`src/rtl/uart_rx_cfg.sv`:
```
// Parametrised UART receiver: configurable data/parity/stop framing, 3-sample majority vote,
// per-frame parity/framing flags. Define UART_RX_BREAK_DET_EN to add line-break detection (o_Break).
module uart_rx_cfg #(
  parameter int FPGA_clk_freq = 50000000,
  parameter int baudrate      = 115200,
  parameter int DATA_BITS     = 8,
  parameter int PARITY        = 0,
  parameter int STOP_BITS     = 1,
  parameter int SYNC_STAGES   = 2
) (
  input  logic                 clk,
  input  logic                 rst,
  input  logic                 i_RX_Serial,
  output logic                 o_RX_DV,
  output logic [DATA_BITS-1:0] o_RX_Data,
  output logic                 o_Parity_Err,
  output logic                 o_Frame_Err,
`ifdef UART_RX_BREAK_DET_EN
  output logic                 o_Break,
`endif
  output logic                 o_Busy
);

  localparam int CPB  = FPGA_clk_freq / baudrate;
  localparam int HALF = (CPB - 1) / 2;
  localparam int CW   = $clog2(CPB) + 1;
  localparam logic [CW-1:0] CNT_LAST  = CW'(CPB - 1);
  localparam logic [CW-1:0] CNT_HALF  = CW'(HALF);
  localparam logic [3:0]    DATA_LAST = 4'(DATA_BITS - 1);
  localparam logic [3:0]    STOP_LAST = 4'(STOP_BITS - 1);
  localparam logic          ODD_PAR   = (PARITY == 2);

  if (CPB < 8) begin : g_bad_cpb
    $error("uart_rx_cfg: FPGA_clk_freq/baudrate must be at least 8");
  end
  if (DATA_BITS < 5 || DATA_BITS > 9) begin : g_bad_data
    $error("uart_rx_cfg: DATA_BITS must be 5..9");
  end
  if (PARITY < 0 || PARITY > 2) begin : g_bad_parity
    $error("uart_rx_cfg: PARITY must be 0, 1 or 2");
  end
  if (STOP_BITS < 1 || STOP_BITS > 2) begin : g_bad_stop
    $error("uart_rx_cfg: STOP_BITS must be 1 or 2");
  end
  if (SYNC_STAGES < 2) begin : g_bad_sync
    $error("uart_rx_cfg: SYNC_STAGES must be at least 2");
  end

  typedef enum logic [2:0] {
    ST_WAIT_IDLE, ST_IDLE, ST_START, ST_DATA, ST_PARITY, ST_STOP
  } state_t;

  state_t                 state_q, state_d;
  logic [SYNC_STAGES-1:0] sync_q, sync_d;
  logic [1:0]             hist_q, hist_d;
  logic [CW-1:0]          clk_cnt_q, clk_cnt_d;
  logic [3:0]             bit_cnt_q, bit_cnt_d;
  logic [DATA_BITS-1:0]   shreg_q, shreg_d;
  logic                   par_bit_q, par_bit_d;
  logic                   stop0_low_q, stop0_low_d;
  logic                   dv_q, dv_d;
  logic [DATA_BITS-1:0]   data_q, data_d;
  logic                   perr_q, perr_d;
  logic                   ferr_q, ferr_d;
`ifdef UART_RX_BREAK_DET_EN
  logic                   brk_q, brk_d;
`endif

  logic rx_s, vote, cnt_last, first_low, any_low, is_break;

  assign rx_s     = sync_q[SYNC_STAGES-1];
  // Bit value is the majority of this cycle's and the two previous synchronised samples.
  assign vote     = (rx_s & hist_q[0]) | (rx_s & hist_q[1]) | (hist_q[0] & hist_q[1]);
  assign cnt_last = (clk_cnt_q == CNT_LAST);

  always_comb begin
    state_d     = state_q;
    sync_d      = {sync_q[SYNC_STAGES-2:0], i_RX_Serial};
    hist_d      = {hist_q[0], rx_s};
    clk_cnt_d   = clk_cnt_q;
    bit_cnt_d   = bit_cnt_q;
    shreg_d     = shreg_q;
    par_bit_d   = par_bit_q;
    stop0_low_d = stop0_low_q;
    dv_d        = 1'b0;
    data_d      = data_q;
    perr_d      = perr_q;
    ferr_d      = ferr_q;
`ifdef UART_RX_BREAK_DET_EN
    brk_d       = 1'b0;
`endif
    first_low   = 1'b0;
    any_low     = 1'b0;
    is_break    = 1'b0;

    case (state_q)
      ST_WAIT_IDLE: begin
        if (!rx_s) begin
          clk_cnt_d = '0;
        end else if (cnt_last) begin
          clk_cnt_d = '0;
          state_d   = ST_IDLE;
        end else begin
          clk_cnt_d = clk_cnt_q + 1'b1;
        end
      end
      ST_IDLE: begin
        if (!rx_s) begin
          clk_cnt_d = '0;
          bit_cnt_d = '0;
          state_d   = ST_START;
        end
      end
      ST_START: begin
        if (clk_cnt_q == CNT_HALF) begin
          clk_cnt_d = '0;
          state_d   = vote ? ST_IDLE : ST_DATA;
        end else begin
          clk_cnt_d = clk_cnt_q + 1'b1;
        end
      end
      ST_DATA: begin
        if (cnt_last) begin
          clk_cnt_d = '0;
          shreg_d   = {vote, shreg_q[DATA_BITS-1:1]};
          if (bit_cnt_q == DATA_LAST) begin
            bit_cnt_d = '0;
            state_d   = (PARITY != 0) ? ST_PARITY : ST_STOP;
          end else begin
            bit_cnt_d = bit_cnt_q + 4'd1;
          end
        end else begin
          clk_cnt_d = clk_cnt_q + 1'b1;
        end
      end
      ST_PARITY: begin
        if (cnt_last) begin
          clk_cnt_d = '0;
          par_bit_d = vote;
          state_d   = ST_STOP;
        end else begin
          clk_cnt_d = clk_cnt_q + 1'b1;
        end
      end
      ST_STOP: begin
        if (cnt_last) begin
          clk_cnt_d = '0;
          if (bit_cnt_q == 4'd0) stop0_low_d = ~vote;
          if (bit_cnt_q == STOP_LAST) begin
            first_low = (bit_cnt_q == 4'd0) ? ~vote : stop0_low_q;
            any_low   = first_low | ~vote;
`ifdef UART_RX_BREAK_DET_EN
            is_break  = first_low && (shreg_q == '0) && ((PARITY == 0) || !par_bit_q);
            brk_d     = is_break;
`endif
            if (!is_break) begin
              dv_d   = 1'b1;
              data_d = shreg_q;
              perr_d = (PARITY != 0) && ((^shreg_q) ^ par_bit_q ^ ODD_PAR);
              ferr_d = any_low;
            end
            // A low stop means the line may still be held low; wait for a full idle bit.
            state_d = (any_low || is_break) ? ST_WAIT_IDLE : ST_IDLE;
          end else begin
            bit_cnt_d = bit_cnt_q + 4'd1;
          end
        end else begin
          clk_cnt_d = clk_cnt_q + 1'b1;
        end
      end
      default: state_d = ST_WAIT_IDLE;
    endcase
  end

  always_ff @(posedge clk) begin
    if (rst) begin
      state_q     <= ST_WAIT_IDLE;
      sync_q      <= '1;
      hist_q      <= '1;
      clk_cnt_q   <= '0;
      bit_cnt_q   <= '0;
      shreg_q     <= '0;
      par_bit_q   <= 1'b0;
      stop0_low_q <= 1'b0;
      dv_q        <= 1'b0;
      data_q      <= '0;
      perr_q      <= 1'b0;
      ferr_q      <= 1'b0;
`ifdef UART_RX_BREAK_DET_EN
      brk_q       <= 1'b0;
`endif
    end else begin
      state_q     <= state_d;
      sync_q      <= sync_d;
      hist_q      <= hist_d;
      clk_cnt_q   <= clk_cnt_d;
      bit_cnt_q   <= bit_cnt_d;
      shreg_q     <= shreg_d;
      par_bit_q   <= par_bit_d;
      stop0_low_q <= stop0_low_d;
      dv_q        <= dv_d;
      data_q      <= data_d;
      perr_q      <= perr_d;
      ferr_q      <= ferr_d;
`ifdef UART_RX_BREAK_DET_EN
      brk_q       <= brk_d;
`endif
    end
  end

  assign o_RX_DV      = dv_q;
  assign o_RX_Data    = data_q;
  assign o_Parity_Err = perr_q;
  assign o_Frame_Err  = ferr_q;
  assign o_Busy       = (state_q != ST_IDLE);
`ifdef UART_RX_BREAK_DET_EN
  assign o_Break      = brk_q;
`endif

endmodule
```
`config.mk`:
```
export PLATFORM = sky130hd
export DESIGN_NAME = uart_rx_cfg
export DESIGN_NICKNAME = d
export VERILOG_FILES = /design/src/rtl/uart_rx_cfg.sv
export SDC_FILE = /design/constraint.sdc
export NUM_CORES = 1
export LEC_CHECK = 0
export CAP_MARGIN = 5
export CORE_ASPECT_RATIO = 1.1
export CORE_MARGIN = 4
export CORE_UTILIZATION = 65
export CTS_CLUSTER_DIAMETER = 100
export CTS_CLUSTER_SIZE = 12
export DETAILED_ROUTE_END_ITERATION = 10
export DONT_BUFFER_PORTS = 1
export GPL_TIMING_DRIVEN = 0
export PLACE_DENSITY_LB_ADDON = 0.1
export RECOVER_POWER = 100
export REMOVE_ABC_BUFFERS = 1
export SLEW_MARGIN = 20
export SYNTH_ARGS = -nofsm -noshare
export SYNTH_HDL_FRONTEND = slang
export SYNTH_SLANG_ARGS = --single-unit
```
`constraint.sdc`:
```
create_clock -name clk -period 4.4 [get_ports clk]
set_input_delay 0.22 -clock clk [delete_from_list [all_inputs] [get_ports clk]]
set_output_delay 0.22 -clock clk [all_outputs]
set_load 0.01 [all_outputs]
```
* Word level (Yosys, flattened, before mapping)
Cells that the tools add are included.
Storage, ports and cells: register bits 40, input bits 3, word-level logic and storage cells 77
Cells by class: add/sub/neg operators 2, eq/ne operators 19, mux-type cells 25, bitwise gates (word level) 9, reduce and logical (&&, ||, !) cells 12
Operator list (number):
- 10-bit two-way mux | 4
- 10-bit one-hot mux with 4 select lines | 1
- 3-bit two-way mux | 9
- 4-bit two-way mux | 5
- 2-bit inequality test, second input constant | 10
- 3-bit one-hot mux with 6 select lines | 1
- 4-bit one-hot mux with 3 select lines | 1
- 10-bit by 1-bit adder with 10-bit output, second input constant | 1
- 10-bit by 8-bit equality test with 1-bit output, second input constant | 1
- 10-bit by 9-bit equality test with 1-bit output, second input constant | 1
- 9-bit AND reduction | 1
- 3-bit by 2-bit equality test with 1-bit output, second input constant | 2
- 3-bit equality test, second input constant | 2
- 2-bit AND reduction | 3
- 3-bit OR reduction | 2
- 5-bit AND reduction | 1
- 4-bit by 1-bit adder with 4-bit output, second input constant | 1
- 4-bit by 3-bit equality test with 1-bit output, second input constant | 1
- 4-bit zero test | 1
- 4-bit nonzero test | 1
- 1-bit bitwise AND | 3
- 3-bit by 1-bit equality test with 1-bit output, second input constant | 1
- 3-bit zero test | 1
- 1-bit two-way mux | 3
- 6 further kinds | 10

* Logic depth before layout (Yosys ltp)
Gate-level depths: netlist of the first run.
depth after elaboration 10, depth in mapped cells 8

* Worst setup path before layout of the first run
Ideal clock, no wire load.
kind register to register, from reg clk_cnt_q[0], to reg shreg_q[0], library setup time 0.128 ns, arrival time 1.849 ns, required time 4.272 ns, setup slack 2.423 ns, stages on the path, launching flop included 8, period minus slack after synthesis 1.977 ns, cell sequence dfxtp_1 -> ha_1 -> nand4b_2 -> or3_1 -> buf_2 -> nor3_4 -> mux2i_1 -> nor2_1
On the way: word-level cells in the longest chain between the ends 2
Ends and longest elaborated chain:
- from (decl) | line 56 | logic [CW-1:0] clk_cnt_q, clk_cnt_d;
- from (signal assigned) | line 196 | clk_cnt_q <= clk_cnt_d;
- 10-bit by 9-bit equality test with 1-bit output | line 74 | assign cnt_last = (clk_cnt_q == CNT_LAST);
- 2-bit AND reduction (no line)
- to (signal assigned) | line 198 | shreg_q <= shreg_d;
- to (decl) | line 58 | logic [DATA_BITS-1:0] shreg_q, shreg_d;
Every way passes these cells. A chain may end at the register's enable or synchronous reset.

* Final worst setup path of the first run
from reg clk_cnt_q[0], to reg shreg_q[4]
Same word-level chain as after synthesis.

==> qor.yml, run 1 <==
drt:
  wl_per_cell_microns: 15.3
  final_antenna_net_count: 0
  routed-via-count: 1542
  viasPerCell: 6.17
  drt_iter0_markers: 105
  drt-total-wl_microns: 3830
  firstDrtPassIters: 4
  drc: 0
floorplan:
  design.core.area_sq_mm: 0.00283
  num_rows: 20
  die_w_microns: 60.2
  die_h_microns: 65.5
  initial_core_util_pct: 69.0
  dieArea_sq_mm: 0.00394
  io_pins: 15
setup_path:
  max_stage_delay_ns: 1.06
  rr_startpoint: "clk_cnt_q[0]"
  crit_type: "flop to flop"
  cp_max_fo: 8
  crit_slowest_cell: "nor3_1"
  cp-end-kind: "flop"
  worstPathRequired_ns: 4.60
  reg2reg_slack_ns: 1.44
  reg2regPathDepth: 6
  crit_path_cell_trace: "ha_1 > nand4b_1 > or3_1 > nor3_1 > mux2i_1 > nor2_1"
  crit_start: "clk_cnt_q[0]"
  cpLargestDelayFamily: "simple AND/OR/NAND/NOR gates"
  start_kind: "flop"
  reg2reg_to: "shreg_q[4]"
  cp_num_cells: 6
  path_buf_inv: 0
  crit_arrival_ns: 3.16
  critPathCapture: "shreg_q[4]"
finish:
  ff_latch_area_sq_um: 801
  syn2layout_area_growth_pct: 3.14
  diodes: 0
  multi_input_area_sq_mm: 0.00104
  final_util_pct: 71.2
  design_area_sq_mm: 0.00201
  fill_cells: 223
  layout.nets: 224
  final_cells: 250
  drive_gt1_share_pct: 6.45
global_route:
  grt_pass1_wl_microns: 7090
  overflow: 0
  grt_max_degree: 31
  grt_pass1_vias: 1572
  grt_use_total_pct: 23.6
  antenna_found_initial: 0
flow_run:
  cap_violations: 0
pwr:
  irDropWorstVdd_mv: 0.315
  switchingPower_mw: 0.136
  cellPowerDensity_mw_per_mm2: 312
  power_mw: 0.628
  p_clk_share_pct: 38.0
  p_comb_share_pct: 3.3
  switching_share_pct: 21.7
  power.internal_mw: 0.492
  seq_power_share_pct: 58.8
  leakage_nw: 0.756
synth:
  yosys.area.top_type_share_pct: 41.1
  synthTopCellsByCount: "40 x dfxtp_1, 32 x nor2_1, 16 x mux2i_1"
  yosysWarnings: 0
  yosysMostFrequentCell: "dfxtp_1"
  synth_area_per_cell_sq_um: 8.91
  netlist_instances: 219
  seq_area_frac_synth_pct: 41.1
  syn_area_sq_mm: 0.00195
  async_flop_share_pct: 0
  synth_edf_count: 0
  synth-seq-cells: 40
  synthDistinctLibCells: 53
  ys_top_cells_by_area: "dfxtp_1 41%, mux2i_1 8.2%, nor2_1 6.2%, ha_1 3.2%, a21oi_1 3.1%"
  yosysTopAreaCell: "dfxtp_1"
  synth_ff_type: "dfxtp_1"
cts:
  clock-sinks: 40
  clkTransAtPathRegs_ns: 0.12
  tritoncts: "yes"
  cts_buffer_depth: 2
  htree_levels: 2
  clk_latency_ns: 0.35
  post_cts_resized: 0
  cts_buffers: 5
  cts-root-buf: "clkbuf_4"
sta:
  clock_skew_ns: 0.0161
  fmax_mhz: 338
  post-route-min-period_ns: 2.96
  tns_ns: 0
  fin_crit_sh_pct: 67.2
  drv_slew: 0
  grt_setup_unrepaired: "no"
  worst_pin_slew_ns: 1.36
  hold_violations: 0
  setup_viol: 0
  hold_ws_ns: 0.0735
  slew_headroom_pct: 8.79
  setup_slack_ns: 1.44
place:
  gp_congestion: 0.857
  placed_area_sq_mm: 0.00194
  place_ws_ns: 2.13
  numPlacedInstances: 240
  io_buffers: 0
  dpl.hpwl_microns: 2520
worst_hold_path:
  hp-class: "input pin to flop"
run_status:
  status: "completed"
state kept, by name (all words and copies together), names as in the netlist:
register,count
bit_cnt_q,4
state_q,3
stop0_low_q,1
shreg_q,8
clk_cnt_q,10
hist_q,2
sync_q,2
o_RX_Data,8
o_Frame_Err,1
o_RX_DV,1
cells by family (layout without fill, tap and decap cells):
kind of cell / after synthesis / count (layout) / synth area share (%)
mux: 16 / 16 / 8.21
simple gates: 90 / 90 / 25.9
xor+xnor: 9 / 9 / 4.04
fa+ha+maj: 6 / 6 / 3.72
buf+inv: 20 / 18 / 4.23
other cells: 1 / 1 / 0.192
flops: 40 / 40 / 41.1
compound gates: 37 / 37 / 12.6
power groups by stage:
stage	registers, mW	logic (mW)	clock network (mW)
global placement	0.377	0.0154	0
floorplan	0.376	0.0133	0
detailed placement	0.377	0.0159	0
global route	0.370	0.0244	0.266
finish	0.369	0.0207	0.238
CTS	0.369	0.0211	0.246
timing repair:
item / CTS / global route
endpoints found under the hold margin: 30 / 0
buffers inserted: 0 / 0
hold buffers: 2 / 0
per-layer routing:
| layer | up-vias | global-route usage (%) | wire [microns] | part of all wire [%] |
|---|---|---|---|---|
| met4 | 0 | 9.42 | 115 | 3.0 |
| li1 | 762 | - | - | - |
| met3 | 17 | 9.23 | 273 | 7.1 |
| met1 | 705 | 28.0 | 1640 | 43 |
| met5 | - | 0 | 0 | 0 |
| met2 | 58 | 37.4 | 1800 | 47 |
cell usage in the layout, fill, tap and decap left out, types with 2 or more instances in the layout:
cell            n
nand2_1        12
or4_1           2
ha_1            5
o21ai_0         9
inv_1           7
nand4bb_1       2
nand2b_1        2
or2_2           5
o21bai_1        2
or3_1           3
nor4bb_1        2
xnor2_1         3
and2_1          3
nand3_1         8
a21oi_1        12
nor3b_1         3
dlygate4sd3_1   2
nor4_1          3
clkbuf_4        5
nand4b_1        3
nor2_1         32
nor3_1          2
nand4_1         2
o41ai_1         2
xor2_1          6
mux2i_1        16
nand3b_1        2
o22ai_1         2
dfxtp_1        40
worst reg2reg max path, stage by stage (launching register included):
cell and delay (ns):
dfxtp_1 0.43, ha_1 0.18, nand4b_1 0.28, or3_1 0.53, nor3_1 1.06, mux2i_1 0.29, nor2_1 0.06
final cells by class:
| class | count | area share [%] |
|---|---|---|
| clock buffers | 5 | 1.87 |
| flip-flops and latches | 40 | 39.8 |
| multi-input cells | 159 | 51.7 |
| repair buffers | 2 | 0.995 |
| well taps | 33 | 2.05 |
| inverters | 8 | 1.49 |
| clock inverters | 3 | 2.11 |
how the worst min path moves through the flow:
stage,from,to,slack (ns),cells after the start
floorplan,rst,bit_cnt_q[0],0.29,1
global placement,rst,stop0_low_q,0.29,1
finish,rst,state_q[1],0.07,3
global route,rst,state_q[1],0.1,3
CTS,rst,state_q[1],0.06,3
detailed placement,rst,stop0_low_q,0.30,1
Power figures use the tool's default switching activity.
==> run 2: changes to the inputs <==
- ABC_AREA: unset -> 1
- CORE_UTILIZATION: 65 -> 56
- clock period: 4.4 -> 2.5 ns (I/O delays scaled with it)
==> run 2 against run 1 <==
Fmax rose by 42%. Largest cell class unchanged. Power rose to 2.9 times the previous value. Register-to-register slack worse by 1.0 ns. Final cell count rose by 33%. Setup slack lost 1.0 ns. Count of clock-buffer cells in the layout unchanged. Highest routed layer unchanged. Die area up 18%. Combinational power rose to 31 times the previous value.
==> qor.yml, run 2 <==
drt:
  drt-total-wl_microns: 3770  # was 3830 microns
  wl_met2_microns: 1660  # was 1800 microns
  wl_per_cell_microns: 11.4  # was 15.3 microns
  final_antenna_net_count: 0  # unchanged
  firstDrtPassIters: 4  # unchanged
  wl_met3_microns: 163  # was 273 microns
  top_layer: "met4"  # unchanged
  m1WireLength_microns: 1900  # was 1640 microns
  drc: 0  # unchanged
  drt_iter0_markers: 75  # was 105
  viasPerCell: 5.13  # was 6.17
  routed-via-count: 1704  # was 1,542
worst_hold_path:
  worstHoldStart: "rst"  # unchanged
  hold_depth: 2  # was 3
  hp-class: "input pin to flop"  # unchanged
  hold_end: "hist_q[0]"  # was state_q[1]
sta:
  hold_ws_ns: 0.191  # was 0.0735 ns
  setup_viol: 0  # unchanged
  hold_violations: 0  # unchanged
  grt_setup_unrepaired: "no"  # unchanged
  drv_slew: 0  # unchanged
  fmax_mhz: 480  # was 338 MHz
  fin_crit_sh_pct: 83.3  # was 67.2%
  tns_ns: 0  # unchanged
  setup_slack_ns: 0.417  # was 1.44 ns
  clock_skew_ns: 0.0150  # was 0.0161 ns
  slew_headroom_pct: 46.2  # was 8.79%
  worst_pin_slew_ns: 0.804  # was 1.36 ns
  post-route-min-period_ns: 2.08  # was 2.96 ns
synth:
  synthDistinctLibCells: 35  # was 53
  async_flop_share_pct: 0  # unchanged
  seq_area_frac_synth_pct: 39.5  # was 41.1%
  ys_top_cells_by_area: "dfxtp_1 39%, nand2_1 10%, nand3_1 7.9%, a21oi_1 6.2%, inv_1 5.5%"  # was dfxtp_1 41%, mux2i_1 8.2%, nor2_1 6.2%, ha_1 3.2%, a21oi_1 3.1%
  yosysTopAreaCell: "dfxtp_1"  # unchanged
  synth_edf_count: 0  # unchanged
  syn_area_sq_mm: 0.00203  # was 0.00195 sq mm
  yosysWarnings: 0  # unchanged
  netlist_instances: 281  # was 219
  yosys.area.top_type_share_pct: 39.5  # was 41.1%
  yosysMostFrequentCell: "nand2_1"  # was dfxtp_1
  synthTopCellsByCount: "54 x nand2_1, 40 x dfxtp_1, 32 x nand3_1"  # was 40 x dfxtp_1, 32 x nor2_1, 16 x mux2i_1
  synth_area_per_cell_sq_um: 7.22  # was 8.91 sq um
  synth_ff_type: "dfxtp_1"  # unchanged
  synth-seq-cells: 40  # unchanged
finish:
  diodes: 0  # unchanged
  final_util_pct: 62.3  # was 71.2%
  final_cell_mix: "57 x nand2_1, 40 x dfxtp_1, 32 x nand3_1, 31 x inv_1, 29 x nor2_1"  # was 40 x dfxtp_1, 32 x nor2_1, 16 x mux2i_1, 12 x nand2_1, 12 x a21oi_1
  final_common_cell: "nand2_1"  # was dfxtp_1
  syn2layout_area_growth_pct: 4.75  # was 3.14%
  final_cells: 332  # was 250
  largest_reg_flops: 10  # unchanged
  drive_gt1_share_pct: 9.86  # was 6.45%
  design_area_sq_mm: 0.00213  # was 0.00201 sq mm
  layout.nets: 291  # was 224
  fill_cells: 362  # was 223
  regMostFlops: "clk_cnt_q"  # unchanged
global_route:
  grt_use_total_pct: 18.0  # was 23.6%
  antenna_found_initial: 0  # unchanged
  overflow: 0  # unchanged
  grt_max_degree: 20  # was 31
  grt_pass1_wl_microns: 6660  # was 7090 microns
  grt_pass1_vias: 1551  # was 1,572
run_status:
  status: "completed"  # unchanged
floorplan:
  num_rows: 22  # was 20
  design.core.area_sq_mm: 0.00341  # was 0.00283 sq mm
  die_w_microns: 65.4  # was 60.2 microns
  initial_core_util_pct: 59.5  # was 69.0%
  io_pins: 15  # unchanged
  dieArea_sq_mm: 0.00465  # was 0.00394 sq mm
  die_h_microns: 71.1  # was 65.5 microns
setup_path:
  path_buf_inv: 1  # was 0
  reg2reg_slack_ns: 0.42  # was 1.44 ns
  reg2reg_to: "clk_cnt_q[3]"  # was shreg_q[4]
  cp_max_fo: 12  # was 8
  crit_type: "flop to flop"  # unchanged
  max_stage_delay_ns: 0.62  # was 1.06 ns
  crit_arrival_ns: 2.32  # was 3.16 ns
  reg2regPathDepth: 9  # was 6
  worstPathRequired_ns: 2.73  # was 4.60 ns
  start_kind: "flop"  # unchanged
  cp-end-kind: "flop"  # unchanged
  rr_startpoint: "state_q[1]"  # was clk_cnt_q[0]
  cpLargestDelayFamily: "simple AND/OR/NAND/NOR gates"  # unchanged
  crit_slowest_cell: "nor2_1"  # was nor3_1
  crit_path_cell_trace: "nand2_1 > nor2_1 > inv_2 > nand2_1 > nor2_1 > nand3_1 > nand2_1 > o21ai_4 > nor2_1"  # was ha_1 > nand4b_1 > or3_1 > nor3_1 > mux2i_1 > nor2_1
cts:
  cts-root-buf: "clkbuf_4"  # unchanged
  htree_levels: 2  # unchanged
  tritoncts: "yes"  # unchanged
  clk_latency_ns: 0.35  # about the same
  cts_buffers: 5  # unchanged
  cts_buffer_depth: 2  # unchanged
  clock-sinks: 40  # unchanged
  clkTransAtPathRegs_ns: 0.11  # was 0.12 ns
pwr:
  switchingPower_mw: 0.697  # was 0.136 mW
  power_mw: 1.81  # was 0.628 mW
  p_comb_share_pct: 35.7  # was 3.3%
  seq_power_share_pct: 41.0  # was 58.8%
  leakage_nw: 0.838  # was 0.756 nW
  power.internal_mw: 1.11  # was 0.492 mW
  irDropWorstVdd_mv: 0.610  # was 0.315 mV
  p_clk_share_pct: 23.3  # was 38.0%
  cellPowerDensity_mw_per_mm2: 849  # was 312 mW/mm^2
  switching_share_pct: 38.6  # was 21.7%
place:
  numPlacedInstances: 322  # was 240
  placed_area_sq_mm: 0.00204  # was 0.00194 sq mm
  dpl.hpwl_microns: 2730  # was 2520 microns
  gp_congestion: 0.928  # was 0.857
  io_buffers: 0  # unchanged
  place_ws_ns: 0.637  # was 2.13 ns
flow_run:
  cap_violations: 0  # unchanged
run 2: cells by family (layout without fill, tap and decap cells):
family          count (synthesis)  count (layout)  synth area share, %
flops                          40              40                 39.5
xor+xnor                        4               4                 1.73
simple gates                  139             139                 32.9
compound gates                 49              49                 13.4
fa+ha+maj                       5               5                 3.08
other cells                     1               1                0.185
buf+inv                        43              46                 9.31
run 2: area by class of cell:
type,instances,area (sq um),share of cell area (%)
Multi-Input combinational cell,198,1020,48.2
Sequential cell,40,801,37.7
Inverter,36,140,6.59
Tap cell,48,60.1,2.83
Clock inverter,3,42.5,2.00
Clock buffer,5,37.5,1.77
Timing Repair Buffer,2,20.0,0.942
run 2: worst max path at each step:
stage                          start            to  slack (ns)  depth (start not counted)
final                     state_q[1]  clk_cnt_q[3]        0.42                          9
after global routing      state_q[1]  clk_cnt_q[0]        0.22                          9
after CTS                 state_q[1]  clk_cnt_q[9]        0.62                          9
after detailed placement  state_q[1]  clk_cnt_q[9]        0.64                          9
after global placement    state_q[1]  clk_cnt_q[9]        0.66                          9
after floorplan           state_q[1]  clk_cnt_q[9]        0.98                          9
run 2: worst reg2reg max path, cell delays in order (launching register included):
cell and delay, ns:
dfxtp_1 0.46, nand2_1 0.08, nor2_1 0.62, inv_2 0.15, nand2_1 0.13, nor2_1 0.05, nand3_1 0.06, nand2_1 0.10
o21ai_4 0.26, nor2_1 0.08
run 2: metal layers:
metal,track usage [%],vias to the layer above
li1,-,911
met1,24.4,763
met2,27.6,24
met3,5.24,6
met4,5.76,0
met5,0,-
run 2: timing repair:
| action | CTS | global route |
|---|---|---|
| endpoints found under the hold margin | 17 | 0 |
| setup buffers | 0 | 0 |
| gates resized for setup | 0 | 0 |
| hold buffers | 2 | 0 |
run 2: power by group through the flow:
stage / sequential, mW / combinational (mW) / clock (mW)
final: 0.740 / 0.645 / 0.421
after global routing: 0.751 / 0.755 / 0.465
after CTS: 0.742 / 0.667 / 0.435
after detailed placement: 0.756 / 0.657 / 0
after global placement: 0.756 / 0.655 / 0
after floorplan: 0.745 / 0.556 / 0
